$ cat src/rtl/soma_serial_ctrl_pkg.sv
// soma_serial_ctrl_pkg
// Shared definitions for the bit-serial add controller: FSM state
// encoding, the decimal base used by the tens/units split, and the
// bit-counter width helper.
package soma_serial_ctrl_pkg;

  localparam logic [1:0] ST_IDLE = 2'd0;
  localparam logic [1:0] ST_ADD  = 2'd1;
  localparam logic [1:0] ST_CONV = 2'd2;
  localparam logic [1:0] ST_DONE = 2'd3;

  typedef enum logic [1:0] {
    IDLE = ST_IDLE,
    ADD  = ST_ADD,
    CONV = ST_CONV,
    DONE = ST_DONE
  } state_t;

  localparam int DEC_BASE = 10;

  // Bits needed to count operand bit positions 0..width.
  function automatic int cnt_width(input int width);
    return $clog2(width + 1);
  endfunction

endpackage

$ cat src/rtl/soma_serial_ctrl_somador1bit.sv
// Somador1bit
// Combinational 1-bit full adder; the controller reuses one instance for
// every operand bit position.
// Ports:
//   a, b  : operand bits
//   cin   : carry in
//   s     : sum bit
//   cout  : carry out (majority of a, b, cin)
module Somador1bit (
  input  logic a,
  input  logic b,
  input  logic cin,
  output logic s,
  output logic cout
);

  assign s    = a ^ b ^ cin;
  assign cout = (a & b) | (a & cin) | (b & cin);

endmodule

$ cat src/rtl/soma_serial_ctrl.sv
// soma_serial_ctrl
// Bit-serial adder: operands are latched on start, added LSB-first through
// one shared full adder, then the (WIDTH+1)-bit sum is split into decimal
// tens/units by repeated subtraction of ten.
// Ports:
//   clk, rst_n     : clock (rising edge), async active-low reset
//   start          : request, only honoured in IDLE
//   n1, n2, tr0    : operands and carry-in, latched on the accepting edge
//   busy           : high in ADD and CONV
//   done           : one-cycle pulse, result registers valid from this cycle
//   sum, dez, uni  : binary result and its tens/units digits
//
// state | meaning
// IDLE  | waiting for start
// ADD   | one operand bit per cycle through the shared adder
// CONV  | subtract ten per cycle until the remainder is a units digit
// DONE  | result just committed, done pulse
module soma_serial_ctrl
  import soma_serial_ctrl_pkg::*;
#(
  parameter int WIDTH = 4
) (
  input  logic             clk,
  input  logic             rst_n,
  input  logic             start,
  input  logic [WIDTH-1:0] n1,
  input  logic [WIDTH-1:0] n2,
  input  logic             tr0,
  output logic             busy,
  output logic             done,
  output logic [WIDTH:0]   sum,
  output logic [3:0]       dez,
  output logic [3:0]       uni
);

  localparam int CW = cnt_width(WIDTH);
  localparam int SW = WIDTH + 1;
  // Remainder is at least 4 bits wide so that ten is representable even
  // when the sum itself is narrower.
  localparam int RW = (SW < 4) ? 4 : SW;
  localparam logic [RW-1:0] DEC_RW = RW'(DEC_BASE);
  localparam logic [CW-1:0] LAST_BIT = CW'(WIDTH - 1);

  state_t           state_q, state_d;
  logic [WIDTH-1:0] a_q, a_d, b_q, b_d;
  logic             carry_q, carry_d;
  logic [CW-1:0]    cnt_q, cnt_d;
  logic [SW-1:0]    wsum_q, wsum_d;
  logic [RW-1:0]    rem_q, rem_d;
  logic [3:0]       tens_q, tens_d;
  logic [SW-1:0]    sum_q, sum_d;
  logic [3:0]       dez_q, dez_d, uni_q, uni_d;
  logic             bit_s, bit_c;
  logic [RW-1:0]    sum_ext, rem_sub;

  Somador1bit u_bit (
    .a    (a_q[0]),
    .b    (b_q[0]),
    .cin  (carry_q),
    .s    (bit_s),
    .cout (bit_c)
  );

  assign rem_sub = rem_q - DEC_RW;

  always_comb begin
    state_d = state_q;
    a_d     = a_q;
    b_d     = b_q;
    carry_d = carry_q;
    cnt_d   = cnt_q;
    wsum_d  = wsum_q;
    rem_d   = rem_q;
    tens_d  = tens_q;
    sum_d   = sum_q;
    dez_d   = dez_q;
    uni_d   = uni_q;
    sum_ext = '0;
    case (state_q)
      IDLE: begin
        if (start) begin
          a_d     = n1;
          b_d     = n2;
          carry_d = tr0;
          cnt_d   = '0;
          wsum_d  = '0;
          state_d = ADD;
        end
      end
      ADD: begin
        wsum_d[cnt_q] = bit_s;
        carry_d       = bit_c;
        a_d           = a_q >> 1;
        b_d           = b_q >> 1;
        cnt_d         = cnt_q + 1'b1;
        if (cnt_q == LAST_BIT) begin
          wsum_d[WIDTH] = bit_c;
          sum_ext       = RW'(wsum_d);
          rem_d         = sum_ext;
          tens_d        = '0;
          // A sum already below ten needs no subtraction pass.
          if (sum_ext < DEC_RW) begin
            sum_d   = wsum_d;
            dez_d   = '0;
            uni_d   = sum_ext[3:0];
            state_d = DONE;
          end else begin
            state_d = CONV;
          end
        end
      end
      CONV: begin
        // The subtraction that brings the remainder below ten also commits
        // the result, so CONV lasts exactly floor(sum/10) cycles.
        rem_d  = rem_sub;
        tens_d = tens_q + 4'd1;
        if (rem_sub < DEC_RW) begin
          sum_d   = wsum_q;
          dez_d   = tens_q + 4'd1;
          uni_d   = rem_sub[3:0];
          state_d = DONE;
        end
      end
      DONE: begin
        state_d = IDLE;
      end
    endcase
  end

  always_ff @(posedge clk or negedge rst_n) begin
    if (!rst_n) begin
      state_q <= IDLE;
      a_q     <= '0;
      b_q     <= '0;
      carry_q <= 1'b0;
      cnt_q   <= '0;
      wsum_q  <= '0;
      rem_q   <= '0;
      tens_q  <= '0;
      sum_q   <= '0;
      dez_q   <= '0;
      uni_q   <= '0;
    end else begin
      state_q <= state_d;
      a_q     <= a_d;
      b_q     <= b_d;
      carry_q <= carry_d;
      cnt_q   <= cnt_d;
      wsum_q  <= wsum_d;
      rem_q   <= rem_d;
      tens_q  <= tens_d;
      sum_q   <= sum_d;
      dez_q   <= dez_d;
      uni_q   <= uni_d;
    end
  end

  assign busy = (state_q == ADD) || (state_q == CONV);
  assign done = (state_q == DONE);
  assign sum  = sum_q;
  assign dez  = dez_q;
  assign uni  = uni_q;

endmodule

$ cat config.mk
export PLATFORM = sky130hd
export DESIGN_NAME = soma_serial_ctrl
export DESIGN_NICKNAME = d
export VERILOG_FILES = /design/src/rtl/soma_serial_ctrl_pkg.sv /design/src/rtl/soma_serial_ctrl_somador1bit.sv /design/src/rtl/soma_serial_ctrl.sv
export SDC_FILE = /design/constraint.sdc
export NUM_CORES = 1
export LEC_CHECK = 0
export ABC_AREA = 1
export CORE_UTILIZATION = 35
export CTS_BUF_LIST = sky130_fd_sc_hd__clkbuf_16
export DETAILED_ROUTE_END_ITERATION = 8
export HOLD_SLACK_MARGIN = 0.05
export SLEW_MARGIN = 5
export SYNTH_ARGS = -nofsm -noshare
export SYNTH_HDL_FRONTEND = slang
export SYNTH_HIERARCHICAL = 1
export SYNTH_SLANG_ARGS = --single-unit
export TNS_END_PERCENT = 100
$ cat constraint.sdc
create_clock -name clk -period 3.9 [get_ports clk]
set_input_delay 0.39 -clock clk [delete_from_list [all_inputs] [get_ports clk]]
set_output_delay 0.39 -clock clk [all_outputs]
set_load 0.05 [all_outputs]
==> out/metrics.csv <==
metric,value,unit
post-CTS setup buffer count,0,
Relative slew margins,0.3948,
number of CTS-inserted buffers,5,
crit share post-route,0.5774,
syn nets,287,
Final Hold Fails,0,
global-route wire length before repair,7845,um
post-synth top area cell,dfrtp_1,
WL/cell,12.40,um
post-route ant nets,0,
"commonest non-fill, non-tap cell in the layout",nand2_1,
ratio of cells with drive above 1 in the final layout,0.1488,
Critical Path Start Type,flop,
critical-path cell list,inv_1 -> ha_1 -> clkdlybuf4s50_1,
CP required,3.51,ns
WS Path Type,reg -> out,
main area contributors after synthesis,"dfrtp_1 (46%), nand2_1 (10%), nand3_1 (6.9%)",
CTS tree,done,
status,"complete, no violations",
pwr/cell area,957.8,nW/um^2
Synth top area share,0.4550,
Leakage,1.304,nW
Core ar.,6061,sq um
Hold WS,0.2469,ns
largest buffer count on any clock path,2,
# resized after CTS,0,
crit path DAT,1.86,ns
Max-Cap Viols,0,
residual DRC count,0,
Final Max Tran Viols,0,
Die Ht,82.26,um
Sink Count,41,
Fillers,604,
FP Rows,28,
"Clk Latency, worst-skew pair",0.28,ns
Synth Register Bits,41,
drt pass-1 iters,4,
overall routing resource usage,0.1540,
post-synthesis instance total,265,
Syn Std Cell Area,2255,sq um
die area,6767,sq um
H-tree depth,2,
unrepaired setup endpoints after global routing,false,
worst slew pin tran,0.9078,ns
CP Max Fanout,5,
hold_buf cts,0,
Post-Route WL,4514,um
Vias/cell,4.816,
skew final,0.005977,ns
Top Ports,27,
nets@finish,310,
vias in the first global route,1713,
CP endpoint kind,primary output,
fmax,444.1,MHz
largest net degree at the start of global routing,42,
global-route congestion overflow total,0,
hpwl dp,3305,um
initial antenna violation count,0,
post-synthesis cell type count,23,
Layout area overhead,19.64,%
slowest CP cell,clkdlybuf4s50_1,
Port Buffers,26,
routability cong.,0.7862,
setup TNS,0,ns
die width,82.26,um
type of the worst min-delay path,in -> async,
vias post-DR,1753,
sequential area share after synthesis,0.4550,
Ant. Diodes,0,
clk slew on worst S/H paths,0.06,ns
syn_area_per_cell,8.508,sq um
most frequent cells in the layout,"nand2_1 (61), dfrtp_1 (41), nand3_1 (31)",
Root Driver,clkbuf_16,
post-layout min period,2.252,ns
Peak VDD IR,0.3625,mV
# setup viols final,0,
Worst path max stage delay,0.80,ns
YS warnings,6,
worst reg2reg path depth,8,
Initial Util,0.3720,
initial drt markers,108,
registers in the layout, indices dropped and copies added, names as in the netlist, 3 cells and up:
signal / flops
rem_q: 5
sum: 5
wsum_q: 5
a_q: 4
b_q: 4
dez: 4
tens_q: 4
uni: 4
cnt_q: 3
worst paths after layout:
kind                         endpoint        from  slack [ns]
setup / recovery                 busy  state_q[0]        1.65
hold / removal                 uni[0]       rst_n        0.25
setup reg to reg               a_q[1]  state_q[1]        1.71
hold reg to reg                dez[2]      dez[2]        0.47
max in group asynchronous  state_q[1]       rst_n        3.09
min in group clk               dez[2]      dez[2]        0.47
kinds of logic after synthesis:
kind of cell | count (synthesis) | synth area share
buffers and inverters | 38 | 0.07714
and+or+nand+nor | 136 | 0.3069
AOI/OAI and AO/OA | 38 | 0.09212
adders and majority gates | 10 | 0.05882
DFF | 41 | 0.4550
muxes | 2 | 0.009988
power by group:
group          switching, mW  internal [mW]
Clock                  0.157          0.297
Sequential             0.126          0.597
Combinational          0.968          0.439
Total                   1.25           1.33
area by class of cell:
cell class / count / area, sq um / share of cell area
multi-input cells: 186 / 1055 / 0.3910
flip-flops and latches: 41 / 1026 / 0.3803
repair buffers: 26 / 255.2 / 0.09462
clock buffers: 5 / 125.1 / 0.04638
inverters: 28 / 105.1 / 0.03896
well taps: 75 / 93.84 / 0.03479
clock inverters: 3 / 37.54 / 0.01391
layer usage:
| metal | share of wire | global-route usage | wire length [um] | up-vias |
|---|---|---|---|---|
| met3 | 0.034 | 0.03846 | 153 | 8 |
| met1 | 0.50 | 0.2034 | 2235 | 808 |
| li1 | - | - | - | 902 |
| met5 | 0 | 0 | 0 | - |
| met4 | 0.014 | 0.05088 | 65 | 0 |
| met2 | 0.46 | 0.2455 | 2059 | 35 |
per-stage QoR:
stage	setup WS, ns	cell area [sq um]	total power, mW	utilization	instances
2_1_floorplan	2.059	2255	1.852	-	265
3_3_place_gp	1.746	2535	2.129	0.4182	356
3_5_place_dp	1.693	2535	2.144	0.4182	356
4_1_cts	1.624	2698	2.612	0.4451	364
5_1_grt	1.424	2698	2.810	0.4451	364
6_report	1.648	2698	2.584	0.4451	364
synthesized netlist by cell type:
library cell	number
buf_12	1
ha_1	9
nand4_1	1
o21ai_2	1
fa_1	1
nor2_1	13
mux2_2	2
nor2_2	3
o22ai_1	3
nand2_1	61
buf_4	1
nand2_4	13
nand3_1	31
a21oi_1	3
buf_2	6
inv_2	3
nand2_2	14
o21ai_0	23
a31oi_1	8
dfrtp_1	41
clkbuf_1	1
inv_1	25
clkbuf_4	1
critical path: cells and delay by family, from the launching register on:
kind / cells / cell delay, ns
buffers and inverters: 2 / 0.88
adders and majority gates: 1 / 0.30
DFF: 1 / 0.41
(Power assumes the default switching activity.)
